File: config.mk
export PLATFORM = sky130hd
export DESIGN_NAME = mem_arbiter_n
export DESIGN_NICKNAME = d
export VERILOG_FILES = /design/src/rtl/mem_arb_pkg.sv /design/src/rtl/rr_priority_picker.sv /design/src/rtl/mem_arbiter_n.sv
export SDC_FILE = /design/constraint.sdc
export NUM_CORES = 1
export LEC_CHECK = 0
export CORE_AREA = 2 2 533 535
export DETAILED_ROUTE_END_ITERATION = 7
export DIE_AREA = 0 0 535 537
export PLACE_DENSITY = 0.33
export SLEW_MARGIN = 20
export SYNTH_ARGS = -nofsm -noshare
export SYNTH_HDL_FRONTEND = slang
export SYNTH_SLANG_ARGS = --single-unit
File: constraint.sdc
create_clock -name clk -period 1.7 [get_ports clk]
set_input_delay 0.34 -clock clk [delete_from_list [all_inputs] [get_ports clk]]
set_output_delay 0.34 -clock clk [all_outputs]
set_load 0.01 [all_outputs]
File: src/rtl/mem_arb_pkg.sv
// Shared types for the cacheline memory arbiter: arbitration mode, FSM states
// and the grant-pointer width helper.
package mem_arb_pkg;

   typedef enum logic {ARB_FIXED, ARB_RR} arb_mode_e;

   typedef enum logic [1:0] {IDLE, BUSY, DONE} arb_state_e;

   function automatic int ptr_width(input int n);
      return (n > 1) ? $clog2(n) : 1;
   endfunction

endpackage

File: src/rtl/rr_priority_picker.sv
// Combinational requester picker: lowest index in fixed mode, first requester
// at or after rr_ptr (wrapping) in round-robin mode.
module rr_priority_picker
   import mem_arb_pkg::*;
#(
   parameter int N     = 2,
   parameter int PTR_W = ptr_width(N)
)
(
   input  logic [N-1:0]     req,
   input  logic [PTR_W-1:0] rr_ptr,
   input  arb_mode_e        mode,
   output logic             valid,
   output logic [N-1:0]     grant_oh,
   output logic [PTR_W-1:0] grant_idx
);

   logic [PTR_W-1:0] start;
   int               cand;

   always_comb begin
      valid     = 1'b0;
      grant_idx = '0;
      cand      = 0;
      start     = (mode == ARB_RR) ? rr_ptr : '0;
      for (int k = 0; k < N; k++) begin
         cand = (int'(start) + k) % N;
         if (!valid && req[PTR_W'(cand)]) begin
            valid     = 1'b1;
            grant_idx = PTR_W'(cand);
         end
      end
   end

   for (genvar gi = 0; gi < N; gi++) begin : g_oh
      assign grant_oh[gi] = valid && (grant_idx == PTR_W'(gi));
   end

endmodule

File: src/rtl/mem_arbiter_n.sv
// N-channel cacheline arbiter in front of the single cacheline adaptor: one
// transaction in flight, all downstream controls registered, line returned to its owner.
module mem_arbiter_n
   import mem_arb_pkg::*;
#(
   parameter int        NUM_CH   = 2,
   parameter int        s_offset = 5,
   parameter arb_mode_e ARB_MODE = ARB_RR,
   localparam int       LINE     = (2**s_offset) * 8,
   localparam int       PTR_W    = ptr_width(NUM_CH)
)
(
   input  logic                       clk,
   input  logic                       reset_n,
   input  logic [NUM_CH-1:0]          ch_read_i,
   input  logic [NUM_CH-1:0]          ch_write_i,
   input  logic [NUM_CH-1:0][31:0]    ch_address_i,
   input  logic [NUM_CH-1:0][LINE-1:0] ch_line_i,
   output logic [NUM_CH-1:0]          ch_resp_o,
   output logic [LINE-1:0]            ch_line_o,
   output logic [31:0]                mem_address_o,
   output logic                       mem_read_o,
   output logic                       mem_write_o,
   output logic [LINE-1:0]            mem_line_o,
   input  logic [LINE-1:0]            mem_line_i,
   input  logic                       mem_resp_i,
   output logic                       err_o
);

   arb_state_e          state_reg;
   logic [PTR_W-1:0]    rr_ptr_reg;
   logic [PTR_W-1:0]    rr_ptr_next;
   logic [NUM_CH-1:0]   grant_oh_reg;
   logic [NUM_CH-1:0]   req;
   logic                pick_valid;
   logic [NUM_CH-1:0]   pick_oh;
   logic [PTR_W-1:0]    pick_idx;

   assign req         = ch_read_i | ch_write_i;
   assign rr_ptr_next = (pick_idx == PTR_W'(NUM_CH - 1)) ? '0 : pick_idx + 1'b1;

   rr_priority_picker #(.N(NUM_CH), .PTR_W(PTR_W)) u_picker (
      .req       (req),
      .rr_ptr    (rr_ptr_reg),
      .mode      (ARB_MODE),
      .valid     (pick_valid),
      .grant_oh  (pick_oh),
      .grant_idx (pick_idx)
   );

   always_ff @(posedge clk) begin
      if (!reset_n) begin
         state_reg     <= IDLE;
         rr_ptr_reg    <= '0;
         grant_oh_reg  <= '0;
         ch_resp_o     <= '0;
         ch_line_o     <= '0;
         mem_address_o <= '0;
         mem_read_o    <= 1'b0;
         mem_write_o   <= 1'b0;
         mem_line_o    <= '0;
         err_o         <= 1'b0;
      end else begin
         // an adaptor response is only legal while a transaction is outstanding
         if (mem_resp_i && (state_reg != BUSY))
            err_o <= 1'b1;
         case (state_reg)
            IDLE: begin
               if (pick_valid) begin
                  grant_oh_reg  <= pick_oh;
                  mem_address_o <= ch_address_i[pick_idx];
                  mem_line_o    <= ch_line_i[pick_idx];
                  // read+write together resolves to a write and is flagged
                  mem_write_o   <= ch_write_i[pick_idx];
                  mem_read_o    <= ~ch_write_i[pick_idx];
                  if (ch_read_i[pick_idx] && ch_write_i[pick_idx])
                     err_o <= 1'b1;
                  if (ARB_MODE == ARB_RR)
                     rr_ptr_reg <= rr_ptr_next;
                  state_reg <= BUSY;
               end
            end
            BUSY: begin
               if (mem_resp_i) begin
                  mem_read_o  <= 1'b0;
                  mem_write_o <= 1'b0;
                  if (!mem_write_o)
                     ch_line_o <= mem_line_i;
                  ch_resp_o <= grant_oh_reg;
                  state_reg <= DONE;
               end
            end
            DONE: begin
               ch_resp_o <= '0;
               state_reg <= IDLE;
            end
            default: state_reg <= IDLE;
         endcase
      end
   end

endmodule

==> summary.txt <==
Crit share post-route - 1.00
CTS clk-pin slew, worst paths - 60 ps
Yosys cell types - 31
Run status - finished, violations left
Req. time, crit path - 2270 ps
WL met1 - 76200 um
Maximum vdd drop - 662 uV
Wire length on met3 - 24600 um
TritonCTS clock tree - yes
Vias in the first global route - 26.0k
Prevailing post-synth register cell - dfxtp_1
Clock sink count - 554
Rel. slew slack - 0.664
Gpl congestion - 0.853
Total Power - 46.2 mW
Max-cap violations - 0
Skew final - 43.1 ps
Crit path capture type - flip-flop
Worst-case clock buffer depth - 3
Initial antenna violation count - 81
Netlist Area Pre-Place - 0.0223 sq mm
Critical Path AT - 2280 ps
Post-synth EDFFs - 0
P_leak - 17.1 nW
Post-layout minimum cycle time - 1710 ps
Site Rows - 195
Synth top area share - 0.497
Area of the multi-input gates - 0.0110 sq mm
Core area - 0.281 sq mm
Largest registers - ch_line_o: 256 flops, mem_line_o: 256 flops, mem_address_o: 32 flops
Final Hold Viols - 0
Area Growth Syn to Fin - 112%
Placement Setup Slack - -397 ps
Die X - 535 um
Starting density of the core - 0.0793
Cells after Synth - 2480
Grt total ovfl - 0
Max FO, Critical Path - 8
Register area share after synthesis - 0.497
Max Clk Rate - 586 MHz
GRT Util Overall - 0.132
RSZ-0062 raised after global routing - yes
Input/output buffers - 1387
Clk_lat worst skew - 690 ps
Setup CP Type - reg2reg
Final #Nets - 4854
Initial DRT Pass Iterations - 5
Final WS setup - -6.08 ps
Die Ht - 537 um
Iter 0 DRT Violations - 1092
Vias per cell - 3.26
Mapped Nets - 3319
FF/Latch Area - 0.0112 sq mm
Failing checks - negative setup slack
Placed Area - 0.0424 sq mm
Largest net degree at the start of global routing - 71
WL/cell - 25.9 um
CTS root buffer - clkbuf_16
Ys Warns - 0
Worst slew pin tran - 504 ps
Cts bufs inserted - 77
Syn Area/Cell - 9.00 sq um
DR vias - 25.5k
Hold Path Class - in2reg
Global-route wire length before repair - 254000 um
Final setup fails - 5
Routed wl met2 - 98200 um
Final instance area - 0.0472 sq mm
Post-DP HPWL - 164000 um
H-tree levels - 3
IO Count - 1388
Routed WL - 203000 um
Max Slew Vio Count - 0
# DRC - 0
Remaining antenna violation count - 0
Ys async rst share - 0
CP startpoint kind - flip-flop
Synth top area cells - dfxtp_1, mux2i_1, a21oi_1
Power Density - 978 mW/mm^2
#FFs+latches synth - 554
DR top layer - met5
FILL cells - 31.6k
Die area - 0.287 sq mm
Fraction of layout cells with a size suffix above 1 - 0.294
Post-synth top area cell - dfxtp_1
## final timing paths
path | start | to | slack, ps | cells past startpoint
worst max-delay path | state_reg[0]$_SDFFE_PN0P_ | mem_line_o[199]$_SDFFE_PN0P_ | -6 | 7
worst min-delay path | mem_line_i[2] | ch_line_o[2]$_SDFFE_PN0P_ | 190 | 3
worst max register to register | state_reg[0]$_SDFFE_PN0P_ | mem_line_o[199]$_SDFFE_PN0P_ | -6 | 7
worst min register to register | ch_line_o[131]$_SDFFE_PN0P_ | ch_line_o[131]$_SDFFE_PN0P_ | 450 | 2
## metrics by stage
stage               hold WS, ps  cells  setup TNS, ps  utilization
global placement            438   7598        -143050        0.151
finish                      189   7838          -18.6        0.168
detailed placement          447   7598        -140160        0.151
floorplan                   449   2480              0            -
CTS                        93.8   7806         -13270        0.164
global route                129   7828          -5930        0.168
## synth_stat cells, types with 2 or more instances
master,number
mux2i_1,288
clkbuf_1,102
buf_6,22
nor2b_1,2
o21ai_0,4
nand2_1,516
nor2_1,4
dfxtp_1,554
buf_4,6
nand3_1,3
buf_1,15
a21oi_1,552
a211oi_1,289
nor3_1,2
buf_2,105
## layout by cell type (no fill, tap or decap), drive strengths merged, types with 3 or more instances in the layout
master and count:
dlygate4sd2 10, buf 681, mux2i 288, clkdlybuf4s15 144, o21ai 4, dfxtp 554, nor2 5, clkinvlp 5
bufinv 9, a21oi 552, clkbuf 142, nand2 516, nand3 3, inv 3, a211oi 289, clkinv 15
clkdlybuf4s50 838, diode 19
## what timing repair did
item / 4_1_cts / 5_1_grt
gates resized for setup: 1862 / 244
hold buffers: 0 / 0
pin swaps: 94 / 56
setup endpoints to repair: 736 / 460
gates cloned: 24 / 20
setup buffers: 44 / 4
## power breakdown
group	internal (mW)	switching (mW)	leakage, nW
Clock	10.6	7.22	1.32
Combinational	6.69	6.71	11.2
Sequential	14.2	0.852	4.59
Total	31.4	14.8	17.1
## routing by layer
layer | GRT usage | up-vias
met3 | 0.0743 | 230
li1 | - | 12000
met2 | 0.227 | 1131
met5 | 0 | -
met4 | 0.0291 | 56
met1 | 0.140 | 12200
## logic make-up after synthesis
logic type / share of synthesized area
buffers and inverters: 0.0565
DFF: 0.497
and+or+nand+nor: 0.0937
muxes: 0.129
AOI/OAI and AO/OA: 0.223
## cell type report
type                    instances  share of cell area
repair buffers               1706               0.370
multi-input cells            1675               0.234
inverters                       1            0.000239
clock inverters                31              0.0110
diodes                         19             0.00101
flip-flops and latches        554               0.238
well taps                    3743              0.0992
clock buffers                 109              0.0470
## worst max-delay path, stage by stage (launching register included)
cell       delay (ps)
dfxtp_2           330
buf_4             130
or2_4             260
nor2_8            120
buf_12            160
buf_16            190
clkbuf_16         240
a211oi_1           80
Power figures use the tool's default switching activity.
